===== src/rtl/rf_pkt_pkg.sv =====
// Shared types and constants for the OOK RF packet transmitter.
package rf_pkt_pkg;

  typedef enum logic [1:0] {IDLE, SEND, DONE} state_t;

  localparam logic [63:0] SYNC_MASK = 64'h7C00_001F_0000_0000;
  localparam int unsigned PKT_BYTES = 8;

  function automatic logic sync_ok(input logic [63:0] pkt);
    return (pkt & SYNC_MASK) == SYNC_MASK;
  endfunction

endpackage


===== src/rtl/rf_bit_timer.sv =====
// Bit-period counter: free-runs while enabled and produces the pulse window
// and the end-of-period strobe. It holds at zero while disabled.
module rf_bit_timer #(
  parameter int unsigned BIT_PERIOD   = 10000,
  parameter int unsigned PULSE_OFFSET = 3000,
  parameter int unsigned PULSE_WIDTH  = 1
) (
  input  logic clk,
  input  logic rst_n,
  input  logic en,
  output logic pulse_win,
  output logic period_end
);

  localparam int unsigned CW = (BIT_PERIOD > 1) ? $clog2(BIT_PERIOD) : 1;

  logic [CW-1:0] cnt;
  logic [31:0]   cnt_ext;

  assign cnt_ext = 32'(cnt);

  always_ff @(posedge clk or negedge rst_n) begin
    if (!rst_n) begin
      cnt <= '0;
    end else if (!en || period_end) begin
      cnt <= '0;
    end else begin
      cnt <= cnt + CW'(1);
    end
  end

  // Compare against the 32-bit value so OFFSET+WIDTH == BIT_PERIOD never overflows CW bits
  assign period_end = en && (cnt_ext == BIT_PERIOD - 1);
  assign pulse_win  = en && (cnt_ext >= PULSE_OFFSET) &&
                      (cnt_ext < PULSE_OFFSET + PULSE_WIDTH);

endmodule


===== src/rtl/rf_pkt_tx.sv =====
// OOK packet transmitter: byte loader, sync-field check and MSB-first
// serialiser with one fixed-offset pulse per '1' bit.
module rf_pkt_tx
  import rf_pkt_pkg::*;
#(
  parameter int unsigned BIT_PERIOD   = 10000,
  parameter int unsigned PULSE_OFFSET = 3000,
  parameter int unsigned PULSE_WIDTH  = 1
) (
  input  logic       i_PCLK,
  input  logic       i_PRESETn,
  input  logic       i_load_valid,
  input  logic [7:0] i_load_data,
  output logic       o_load_ready,
  input  logic       i_start,
  input  logic       i_abort,
  output logic       o_busy,
  output logic       o_pkt_full,
  output logic       o_done,
  output logic       o_err,
  output logic       o_rf_out,
  output logic [5:0] o_bit_idx
);

  state_t      state;
  logic [3:0]  byte_cnt;
  logic [63:0] pkt;
  logic [5:0]  bit_idx;
  logic        pulse_win;
  logic        period_end;
  logic        full;

  assign full         = (byte_cnt == 4'(PKT_BYTES));
  assign o_pkt_full   = full;
  assign o_load_ready = (state == IDLE) && !full;
  assign o_busy       = (state == SEND);
  assign o_bit_idx    = bit_idx;

  rf_bit_timer #(
    .BIT_PERIOD  (BIT_PERIOD),
    .PULSE_OFFSET(PULSE_OFFSET),
    .PULSE_WIDTH (PULSE_WIDTH)
  ) u_timer (
    .clk       (i_PCLK),
    .rst_n     (i_PRESETn),
    .en        (state == SEND),
    .pulse_win (pulse_win),
    .period_end(period_end)
  );

  always_ff @(posedge i_PCLK or negedge i_PRESETn) begin
    if (!i_PRESETn) begin
      state    <= IDLE;
      byte_cnt <= '0;
      pkt      <= '0;
      bit_idx  <= 6'd63;
      o_rf_out <= 1'b0;
      o_done   <= 1'b0;
      o_err    <= 1'b0;
    end else begin
      o_rf_out <= 1'b0;
      o_done   <= 1'b0;
      o_err    <= 1'b0;
      case (state)
        IDLE: begin
          if (i_abort) begin
            byte_cnt <= '0;
          end else begin
            // Start sees the count before this cycle's byte lands
            if (i_start) begin
              if (full && sync_ok(pkt)) begin
                state   <= SEND;
                bit_idx <= 6'd63;
              end else begin
                o_err <= 1'b1;
              end
            end
            if (i_load_valid && o_load_ready) begin
              pkt      <= {pkt[55:0], i_load_data};
              byte_cnt <= byte_cnt + 4'd1;
            end
          end
        end
        SEND: begin
          if (i_abort) begin
            state    <= IDLE;
            byte_cnt <= '0;
            bit_idx  <= 6'd63;
          end else begin
            o_rf_out <= pulse_win && pkt[bit_idx];
            if (period_end) begin
              if (bit_idx == 6'd0) begin
                state  <= DONE;
                o_done <= 1'b1;
              end else begin
                bit_idx <= bit_idx - 6'd1;
              end
            end
          end
        end
        DONE: begin
          state    <= IDLE;
          byte_cnt <= '0;
          bit_idx  <= 6'd63;
        end
        default: state <= IDLE;
      endcase
    end
  end

endmodule


===== config.mk =====
export PLATFORM = sky130hd
export DESIGN_NAME = rf_pkt_tx
export DESIGN_NICKNAME = d
export VERILOG_FILES = /design/src/rtl/rf_pkt_pkg.sv /design/src/rtl/rf_bit_timer.sv /design/src/rtl/rf_pkt_tx.sv
export SDC_FILE = /design/constraint.sdc
export NUM_CORES = 1
export LEC_CHECK = 0
export BUFFER_PORTS_ARGS = -buffer_cell sky130_fd_sc_hd__buf_2
export CAP_MARGIN = 20
export CORE_ASPECT_RATIO = 0.75
export CORE_MARGIN = 1.5
export CORE_UTILIZATION = 61
export DETAILED_ROUTE_END_ITERATION = 7
export PLACE_DENSITY = 0.88
export SYNTH_ARGS = -nofsm -noshare
export SYNTH_HDL_FRONTEND = slang
export SYNTH_HIERARCHICAL = 1
export SYNTH_SLANG_ARGS = --single-unit

===== constraint.sdc =====
create_clock -name i_PCLK -period 2.6 [get_ports i_PCLK]
set_input_delay 0.52 -clock i_PCLK [delete_from_list [all_inputs] [get_ports i_PCLK]]
set_output_delay 0.52 -clock i_PCLK [all_outputs]
set_load 0.02 [all_outputs]

==> results of run 1 <==
[cell usage in the layout, fill, tap and decap left out, drive strengths merged, types with 6 or more instances in the layout]
cell	count
nor2	22
dfrtp	87
nor3	7
xnor2	6
xor2	6
o21ai	6
nand3	17
ha	11
a21oi	7
nand4	8
mux2	66
clkbuf	10
buf	28
dfstp	6
nand2	15
a31oi	8
mux4	16
inv	18
[worst max-delay path, stage by stage (launching register included)]
cell and delay [ps]:
dfstp_2 890, inv_1 160, ha_1 220, or4b_4 210, nor2_4 40, a21oi_2 270, nand3_1 140, mux2_2 280
[routing by layer]
metal,global-route usage,routed length [µm]
met3,0.0598,617
met1,0.340,3950
met2,0.379,4340
met4,0.0750,68
met5,0,0
[metrics by stage]
stage | worst slack (ps) | area [µm²] | power [W]
2_1_floorplan | 351 | 4640 | 0.00335
3_3_place_gp | 391 | 4820 | 0.00364
3_5_place_dp | 319 | 4820 | 0.00375
4_1_cts | 303 | 5010 | 0.00465
5_1_grt | 129 | 5010 | 0.00491
6_report | 315 | 5010 | 0.00463
[registers in the layout, indices dropped and copies added, names as in the netlist]
name and flops:
o_done 1, o_bit_idx 6, o_rf_out 1, pkt 64, o_err 1, state 2, byte_cnt 4, u_timer/cnt 14
[kinds of logic after synthesis]
logic type,Yosys count,share of synthesized area
AOI/OAI and AO/OA,36,0.0521
xor gates and xnor gates,12,0.0227
adders and majority gates,11,0.0297
buffers and inverters,34,0.0362
DFF,93,0.504
muxes,82,0.238
and+or+nand+nor,94,0.118
[worst min path at each step]
| stage | slack, ps | startpoint | cells past startpoint | endpoint |
|---|---|---|---|---|
| 2_1_floorplan | 220 | i_PRESETn | 0 | byte_cnt[0] |
| 3_3_place_gp | 480 | u_timer/cnt[0] | 1 | u_timer/cnt[0] |
| 3_5_place_dp | 500 | pkt[57] | 1 | pkt[57] |
| 4_1_cts | 260 | i_PRESETn | 1 | byte_cnt[0] |
| 5_1_grt | 300 | i_PRESETn | 1 | byte_cnt[0] |
| 6_report | 240 | i_PRESETn | 1 | byte_cnt[0] |
[power groups by stage]
| stage | Sequential [W] | Combinational (W) | Clock [W] |
|---|---|---|---|
| floorplan | 0.00220 | 0.00115 | 0 |
| global placement | 0.00237 | 0.00127 | 0 |
| detailed placement | 0.00242 | 0.00134 | 0 |
| CTS | 0.00239 | 0.00135 | 0.000917 |
| global route | 0.00246 | 0.00147 | 0.000978 |
| finish | 0.00240 | 0.00134 | 0.000888 |
[cell type report]
cell class,count,share of cell area
Tap cell,101,0.0252
Inverter,17,0.0127
Clock buffer,10,0.0275
Timing Repair Buffer,28,0.0330
Clock inverter,6,0.00925
Multi-Input combinational cell,235,0.426
Sequential cell,93,0.466
==> impl_metrics.csv, run 1 <==
group,metric,value,unit
clocking,postCtsHoldBufs,0,
worst_setup_path,worstReg2RegEnd,"o_bit_idx[0]",
grt,grt_max_degree,66,
logic_synthesis,ys_seq_area_frac,0.504,
sta,period_minus_slack,2290,ps
worst_setup_path,critPathCaptureType,"flip-flop",
die,core,0.00736,mm²
logic_synthesis,yosysUniqueCellTypes,53,
drt,first_iter_violations,228,
worst_setup_path,reg2reg_depth,7,
finish,multi_input_area,0.00213,mm²
worst_setup_path,crit_start,"o_bit_idx[0]",
power,sw_frac_of_total,0.332,
die,die_h,78.5,µm
sta,min_period_over_period,0.879,
sta,fin_skew,10.3,ps
logic_synthesis,yosysMostFrequentCell,"dfrtp_1",
drt,wl_per_cell,18.3,µm
sta,final_hold_viol_count,0,
placed_design,port_buffers,24,
logic_synthesis,synth-edff-count,0,
placed_design,gp_congestion,0.861,
sta,finalSetupViolations,0,
grt,grt.total_usage,0.242,
worst_setup_path,r2r_slack,310,ps
finish,drive_above_1_share,0.373,
clocking,cts_resized,0,
run,maxCapViolCount,0,
logic_synthesis,yosys.area.top_type,"dfrtp_1",
drt,drt-total-wl,8.97,mm
grt,grt_pass1_vias,3056,
drt,via_per_inst,6.18,
worst_setup_path,required,2890,ps
worst_setup_path,cp.arrival,2580,ps
clocking,cts_root_buf,"clkbuf_8",
logic_synthesis,ys_ff_latch,93,
sta,drv_slew,0,
finish,final_nets,408,
die,die_w,104,µm
power,p_comb_frac,0.290,
sta,maxSlewHeadroom,0.468,
placed_design,dpl.cell_count,474,
placed_design,dp_hpwl,6.25,mm
finish,seqCellArea,0.00233,mm²
die,start_util,0.629,
clocking,cts_tree,"yes",
clocking,cts_buffers,9,
power,intPower,0.00309,W
sta,hold_slack,241,ps
logic_synthesis,yosysWarnings,6,
sta,rsz0062_at_grt,"false",
logic_synthesis,synth_area_leaders,"dfrtp_1 47%, mux2_2 16%, mux4_2 7.8%",
clocking,path_clk_slew,90,ps
logic_synthesis,yosys_most_used_dff,"dfrtp_1",
drt,drcViolationCount,0,
finish,antennaDiodeCount,0,
die,dieArea,0.00814,mm²
die,row_count,27,
finish,utilization,0.680,
power,p_leak,2.12,nW
power,switching_power,0.00153,W
logic_synthesis,synthTopCellsByCount,"87 x dfrtp_1, 66 x mux2_2, 21 x nor2_1",
clocking,htree_levels,3,
worst_setup_path,crit_fanout,19,
drt,num_vias,3028,
worst_setup_path,cp-start-kind,"flip-flop",
clocking,insertion_delay,360,ps
clocking,post_cts_buffers,0,
logic_synthesis,netlist_area,0.00464,mm²
die,pin_count,25,
logic_synthesis,synth_cells,362,
logic_synthesis,avgSynthCellArea,12.8,µm²
worst_setup_path,critPathCapture,"o_bit_idx[0]",
finish,final_cells,490,
grt,grt_pass1_wl,15.2,mm
grt,antenna_found_initial,0,
grt,grt_overflow,0,
sta,fin_tns_setup,0,ps
drt,ant_nets,0,
sta,clock.fmax,438,MHz
worst_setup_path,r2r-start,"o_bit_idx[0]",
logic_synthesis,synth_nets,386,
power,p_clk_frac,0.192,
power,seqPwrFrac,0.518,
sta,worst_slew_pin_slew,798,ps
status,status,"finished clean",
logic_synthesis,ys_async_sr_fraction,1.00,
power,ir_worst_vdd,0.000383,V
finish,fill_cells,500,
logic_synthesis,netlist.area_leader.share,0.470,
clocking,clock_sinks,93,
clocking,clockBufferDepth,2,
finish,syn_to_final_growth,8.02,%
drt,dr.pass1.iters,4,
power,cellPowerDensity,924,mW/mm²
worst_setup_path,path_class,"reg -> reg",
worst_hold_path,hold_path_class,"in -> async",
Power figures use the tool's default switching activity.
==> run 2: changes to the inputs <==
- CORE_ASPECT_RATIO: 0.75 -> 0.5
- REMOVE_ABC_BUFFERS: default -> 1
==> run 2 against run 1 <==
Compared with the run above:
- hold slack got worse by 61 ps
- core utilization rose by 2.0 points
- critical endpoint unchanged
- via count rose by 3.1%
- sequential power barely moved
- design area rose by 2.7%
- maximum frequency fell by 2.5%
- combinational power rose by 4%
==> impl_metrics.csv, run 2 (synthesis gave the netlist of run 1 again) <==
group,metric,value,unit
die,core,0.00735,mm²
die,pin_count,25,
sta,rsz0062_at_grt,"false",
worst_setup_path,critPathCaptureType,"flip-flop",
worst_setup_path,reg2reg_depth,7,
finish,antennaDiodeCount,0,
power,ir_worst_vdd,0.000452,V
worst_setup_path,crit_top_cell,"nand3_1",
grt,antenna_found_initial,0,
power,cellPowerDensity,1000,mW/mm²
finish,seqCellArea,0.00233,mm²
power,power,0.00515,W
grt,grt_pass1_wl,15.8,mm
die,dieArea,0.00816,mm²
finish,final_area,0.00514,mm²
placed_design,gp_congestion,0.867,
worst_setup_path,worstReg2RegEnd,"o_bit_idx[0]",
clocking,path_clk_slew,70,ps
grt,grt.total_usage,0.251,
worst_setup_path,cp-start-kind,"flip-flop",
clocking,postCtsHoldBufs,0,
die,row_count,22,
drt,via_per_inst,6.44,
clocking,post_cts_buffers,0,
finish,syn_to_final_growth,10.9,%
worst_hold_path,hold_path_class,"in -> async",
clocking,htree_levels,3,
worst_setup_path,cp.arrival,2610,ps
clocking,cts_tree,"yes",
drt,wl_per_cell,19.7,µm
clocking,cts_root_buf,"clkbuf_16",
worst_setup_path,cpPeakStageDelay,470,ps
finish,final_common_cell,"dfrtp_1",
finish,fill_cells,437,
sta,fin_ws,257,ps
sta,clock.fmax,427,MHz
clocking,cts_buffers,9,
clocking,clockBufferDepth,2,
placed_design,dpl.cell_count,469,
finish,drive_above_1_share,0.373,
sta,maxSlewHeadroom,0.593,
worst_setup_path,cpMaxStageDelayCell,"dfrtp_1",
sta,finalSetupViolations,0,
grt,grt_overflow,0,
die,die_h,64.6,µm
power,p_leak,2.19,nW
clocking,insertion_delay,340,ps
finish,multi_input_area,0.00213,mm²
drt,drcViolationCount,0,
die,die_w,126,µm
sta,drv_slew,0,
clocking,clock_sinks,93,
drt,dr.pass1.iters,5,
finish,largest_reg_flops,64,
worst_setup_path,required,2870,ps
die,start_util,0.631,
placed_design,dp_hpwl,6.08,mm
worst_setup_path,path_class,"reg -> reg",
grt,grt_pass1_vias,3076,
worst_setup_path,r2r_slack,260,ps
sta,final_hold_viol_count,0,
run,maxCapViolCount,0,
sta,period_minus_slack,2340,ps
finish,final_nets,408,
placed_design,place_area,0.00483,mm²
sta,fin_skew,9.03,ps
finish,final_cell_mix,"87 x dfrtp_1, 66 x mux2_2, 23 x buf_2",
grt,grt_max_degree,65,
sta,min_period_over_period,0.901,
worst_setup_path,r2r-start,"u_timer/cnt[4]",
worst_setup_path,crit_chain,"nor4_1, nand3_1, nor3_1, o21ai_0, a21oi_2, nand3_1, mux2_2",
sta,worst_slew_pin_slew,611,ps
clocking,cts_resized,0,
finish,final_cells,485,
placed_design,port_buffers,24,
status,status,"finished clean",
drt,ant_nets,0,
drt,drt-total-wl,9.53,mm
worst_setup_path,crit_fanout,7,
finish,largest_register,"pkt",
placed_design,place_ws,417,ps
drt,first_iter_violations,382,
drt,num_vias,3123,
[run 2: cell types whose count changed in the layout (fill, tap and decap cells not counted), moves of 2 or more]
cell	previous run	this run
clkbuf_16	0	9
clkbuf_8	10	0
clkinvlp_4	2	0
inv_8	0	2
inv_6	1	3
[run 2: worst max-delay path by stage]
stage | slack (ps) | startpoint | to
after CTS | 360 | o_bit_idx[0] | o_bit_idx[0]
after global routing | 190 | u_timer/cnt[4] | o_bit_idx[0]
final | 260 | u_timer/cnt[4] | o_bit_idx[0]
after detailed placement | 420 | o_bit_idx[0] | o_bit_idx[0]
after floorplan | -920 | byte_cnt[0] | pkt[0]
after global placement | 530 | o_bit_idx[0] | o_bit_idx[0]
[run 2: metal layers]
layer	GRT usage	wire, µm
met1	0.319	4050
met2	0.443	4760
met3	0.0528	549
met4	0.0747	182
met5	0	0
[run 2: layout make-up]
class	instances	area share
Multi-Input combinational cell	235	0.415
Tap cell	96	0.0234
Inverter	17	0.0124
Clock inverter	7	0.0170
Timing Repair Buffer	28	0.0345
Sequential cell	93	0.454
Clock buffer	9	0.0438
[run 2: critical path: cells and delay by family (launching register included)]
family | cells | cell delay, ps
and+or+nand+nor | 4 | 1020
AOI/OAI and AO/OA | 2 | 490
DFF | 1 | 470
muxes | 1 | 290
[run 2: metrics by stage]
step	hold WS [ps]	TNS, ps	utilization
after floorplan	224	-58960	-
after global placement	487	0	0.657
after detailed placement	496	0	0.657
after CTS	203	0	0.700
after global routing	226	0	0.700
final	180	0	0.700
[run 2: power by group]
| part | internal (W) | switching, W |
|---|---|---|
| sequential | 0.00192 | 0.000472 |
| combinational | 0.000805 | 0.000582 |
| clock | 0.000771 | 0.000597 |
| total | 0.00350 | 0.00165 |
==> run 3: changes to the inputs <==
- SYNTH_HIERARCHICAL: 1 -> default
==> run 3 against run 2 <==
Compared with the run above:
- sequential cell count unchanged
- sequential share of layout area decreased by 0.14 points
- sequential power decreased by 3%
- synthesized cell count decreased by 0.28%
==> impl_metrics.csv, run 3 <==
group,metric,value,unit
logic_synthesis,synth_area_leaders,"dfrtp_1 47%, mux2_2 16%, mux4_2 6.3%",
finish,final_nets,404,
logic_synthesis,synth_cells,361,
worst_setup_path,r2r-start,"o_bit_idx[0]",
finish,syn_to_final_growth,11.3,%
sta,rsz0062_at_grt,"false",
die,die_h,64.6,µm
grt,grt_util_met2,0.440,
sta,min_period_over_period,0.924,
worst_setup_path,crit_chain,"mux4_2, a22o_1, o21ai_0, and4b_1, a2111oi_2",
power,p_clk_frac,0.300,
drt,num_vias,3085,
sta,period_minus_slack,2400,ps
clocking,cts_root_buf,"clkbuf_16",
logic_synthesis,avgSynthCellArea,12.8,µm²
placed_design,port_buffers,24,
grt,use_met1,0.323,
power,cellPowerDensity,964,mW/mm²
logic_synthesis,yosys.area.top_type,"dfrtp_1",
sta,fin_ws,197,ps
worst_setup_path,cp-start-kind,"flip-flop",
worst_setup_path,cpMaxStageDelayCell,"dfstp_2",
sta,worst_slew_pin_slew,702,ps
clocking,clock_sinks,93,
finish,fill_cells,438,
sta,maxSlewHeadroom,0.532,
worst_setup_path,crit_start,"o_bit_idx[0]",
power,intPower,0.00356,W
die,dieArea,0.00816,mm²
worst_hold_path,hold_path_class,"in -> async",
finish,largest_reg_flops,64,
drt,dr.pass1.iters,6,
worst_setup_path,required,2810,ps
clocking,cts_resized,0,
clocking,post_cts_buffers,0,
drt,drcViolationCount,0,
grt,grt_pass1_vias,3147,
die,row_count,22,
power,switching_power,0.00142,W
clocking,path_clk_slew,70,ps
finish,final_cell_mix,"87 x dfrtp_1, 65 x mux2_2, 23 x buf_2",
logic_synthesis,yosys_most_used_dff,"dfrtp_1",
clocking,htree_levels,3,
drt,via_per_inst,6.40,
worst_setup_path,path_class,"reg -> reg",
die,pin_count,25,
sta,final_hold_viol_count,0,
logic_synthesis,ys_async_sr_fraction,1.00,
placed_design,place_ws,223,ps
worst_setup_path,crit_fanout,25,
sta,drv_slew,0,
grt,antenna_found_initial,0,
clocking,insertion_delay,350,ps
die,core,0.00735,mm²
grt,grt_max_degree,65,
logic_synthesis,yosysUniqueCellTypes,56,
grt,grt_overflow,0,
worst_setup_path,cp.arrival,2620,ps
power,sw_frac_of_total,0.285,
grt,grtUsageMet3,0.0603,
sta,fin_tns_setup,0,ps
placed_design,gp_congestion,0.826,
finish,largest_register,"pkt",
worst_setup_path,critPathCaptureType,"flip-flop",
sta,finalSetupViolations,0,
die,start_util,0.630,
power,ir_worst_vdd,0.000590,V
run,maxCapViolCount,0,
power,p_leak,2.28,nW
logic_synthesis,synth-edff-count,0,
clocking,cts_buffers,9,
clocking,postCtsHoldBufs,0,
status,status,"finished clean",
logic_synthesis,netlist.area_leader.share,0.470,
logic_synthesis,netlist_area,0.00463,mm²
grt,grt_pass1_wl,15.9,mm
sta,clock.fmax,416,MHz
clocking,clockBufferDepth,2,
logic_synthesis,yosysWarnings,0,
finish,final_common_cell,"dfrtp_1",
grt,grt.total_usage,0.258,
placed_design,dp_hpwl,6.19,mm
sta,fin_skew,10.0,ps
clocking,cts_tree,"yes",
logic_synthesis,ys_seq_area_frac,0.504,
finish,antennaDiodeCount,0,
worst_setup_path,cpPeakStageDelay,990,ps
drt,wl_per_cell,20.1,µm
drt,ant_nets,0,
power,p_comb_frac,0.235,
drt,first_iter_violations,343,
finish,drive_above_1_share,0.347,
grt,top_usage_layer,"met2",
die,die_w,126,µm
drt,drt-total-wl,9.67,mm
logic_synthesis,ys_ff_latch,93,
logic_synthesis,yosysMostFrequentCell,"dfrtp_1",
power,seqPwrFrac,0.465,
logic_synthesis,synthTopCellsByCount,"87 x dfrtp_1, 65 x mux2_2, 20 x nor2_1",
run 3: cells by family after synthesis:
family,after synthesis,synth area share
and+or+nand+nor,92,0.115
adders and majority gates,10,0.0270
xor gates and xnor gates,12,0.0227
muxes,87,0.241
DFF,93,0.504
buffers and inverters,29,0.0313
AOI/OAI and AO/OA,38,0.0583
run 3: final cells by class:
| type | instances | area (µm²) | area share |
|---|---|---|---|
| flip-flops and latches | 93 | 2330 | 0.453 |
| multi-input cells | 239 | 2150 | 0.417 |
| clock buffers | 12 | 246 | 0.0478 |
| repair buffers | 27 | 168 | 0.0325 |
| well taps | 96 | 120 | 0.0233 |
| clock inverters | 4 | 95.1 | 0.0184 |
| inverters | 11 | 41.3 | 0.00800 |
run 3: power by group through the flow:
stage	logic (W)	clock network, W	registers (W)
2_1_floorplan	0.000929	0	0.00216
3_3_place_gp	0.00107	0	0.00227
3_5_place_dp	0.00114	0	0.00231
4_1_cts	0.00117	0.00151	0.00230
5_1_grt	0.00126	0.00158	0.00236
6_report	0.00117	0.00149	0.00231
run 3: layer usage:
layer  part of all wire  vias up
met5                  0        -
met4              0.019        0
met3              0.048       24
met2               0.50      115
met1               0.43     1576
li1                   -     1370
run 3: worst max-delay path, delay by kind of cell (launching register included):
family	cells	cell delay (ps)
DFF	1	990
and+or+nand+nor	1	220
muxes	1	610
AOI/OAI and AO/OA	3	430
run 3: stage by stage:
step           hold WS, ps   util  std cells  power (W)  area (µm²)
2_1_floorplan          224      -        343    0.00309        4530
3_5_place_dp           481  0.655        465    0.00345        4810
5_1_grt                205  0.702        482    0.00520        5160
3_3_place_gp           466  0.655        465    0.00334        4810
6_report               160  0.702        482    0.00498        5160
4_1_cts                183  0.701        481    0.00498        5150
run 3: final timing paths:
kind                                   to  slack [ps]  cells after the start
min in group i_PCLK                pkt[6]         410                      2
max                              o_rf_out         200                      5
max reg2reg                      o_rf_out         200                      5
min reg2reg                u_timer.cnt[0]         490                      1
max in group asynchronous    o_bit_idx[1]        1730                      2
min                                o_done         160                      1
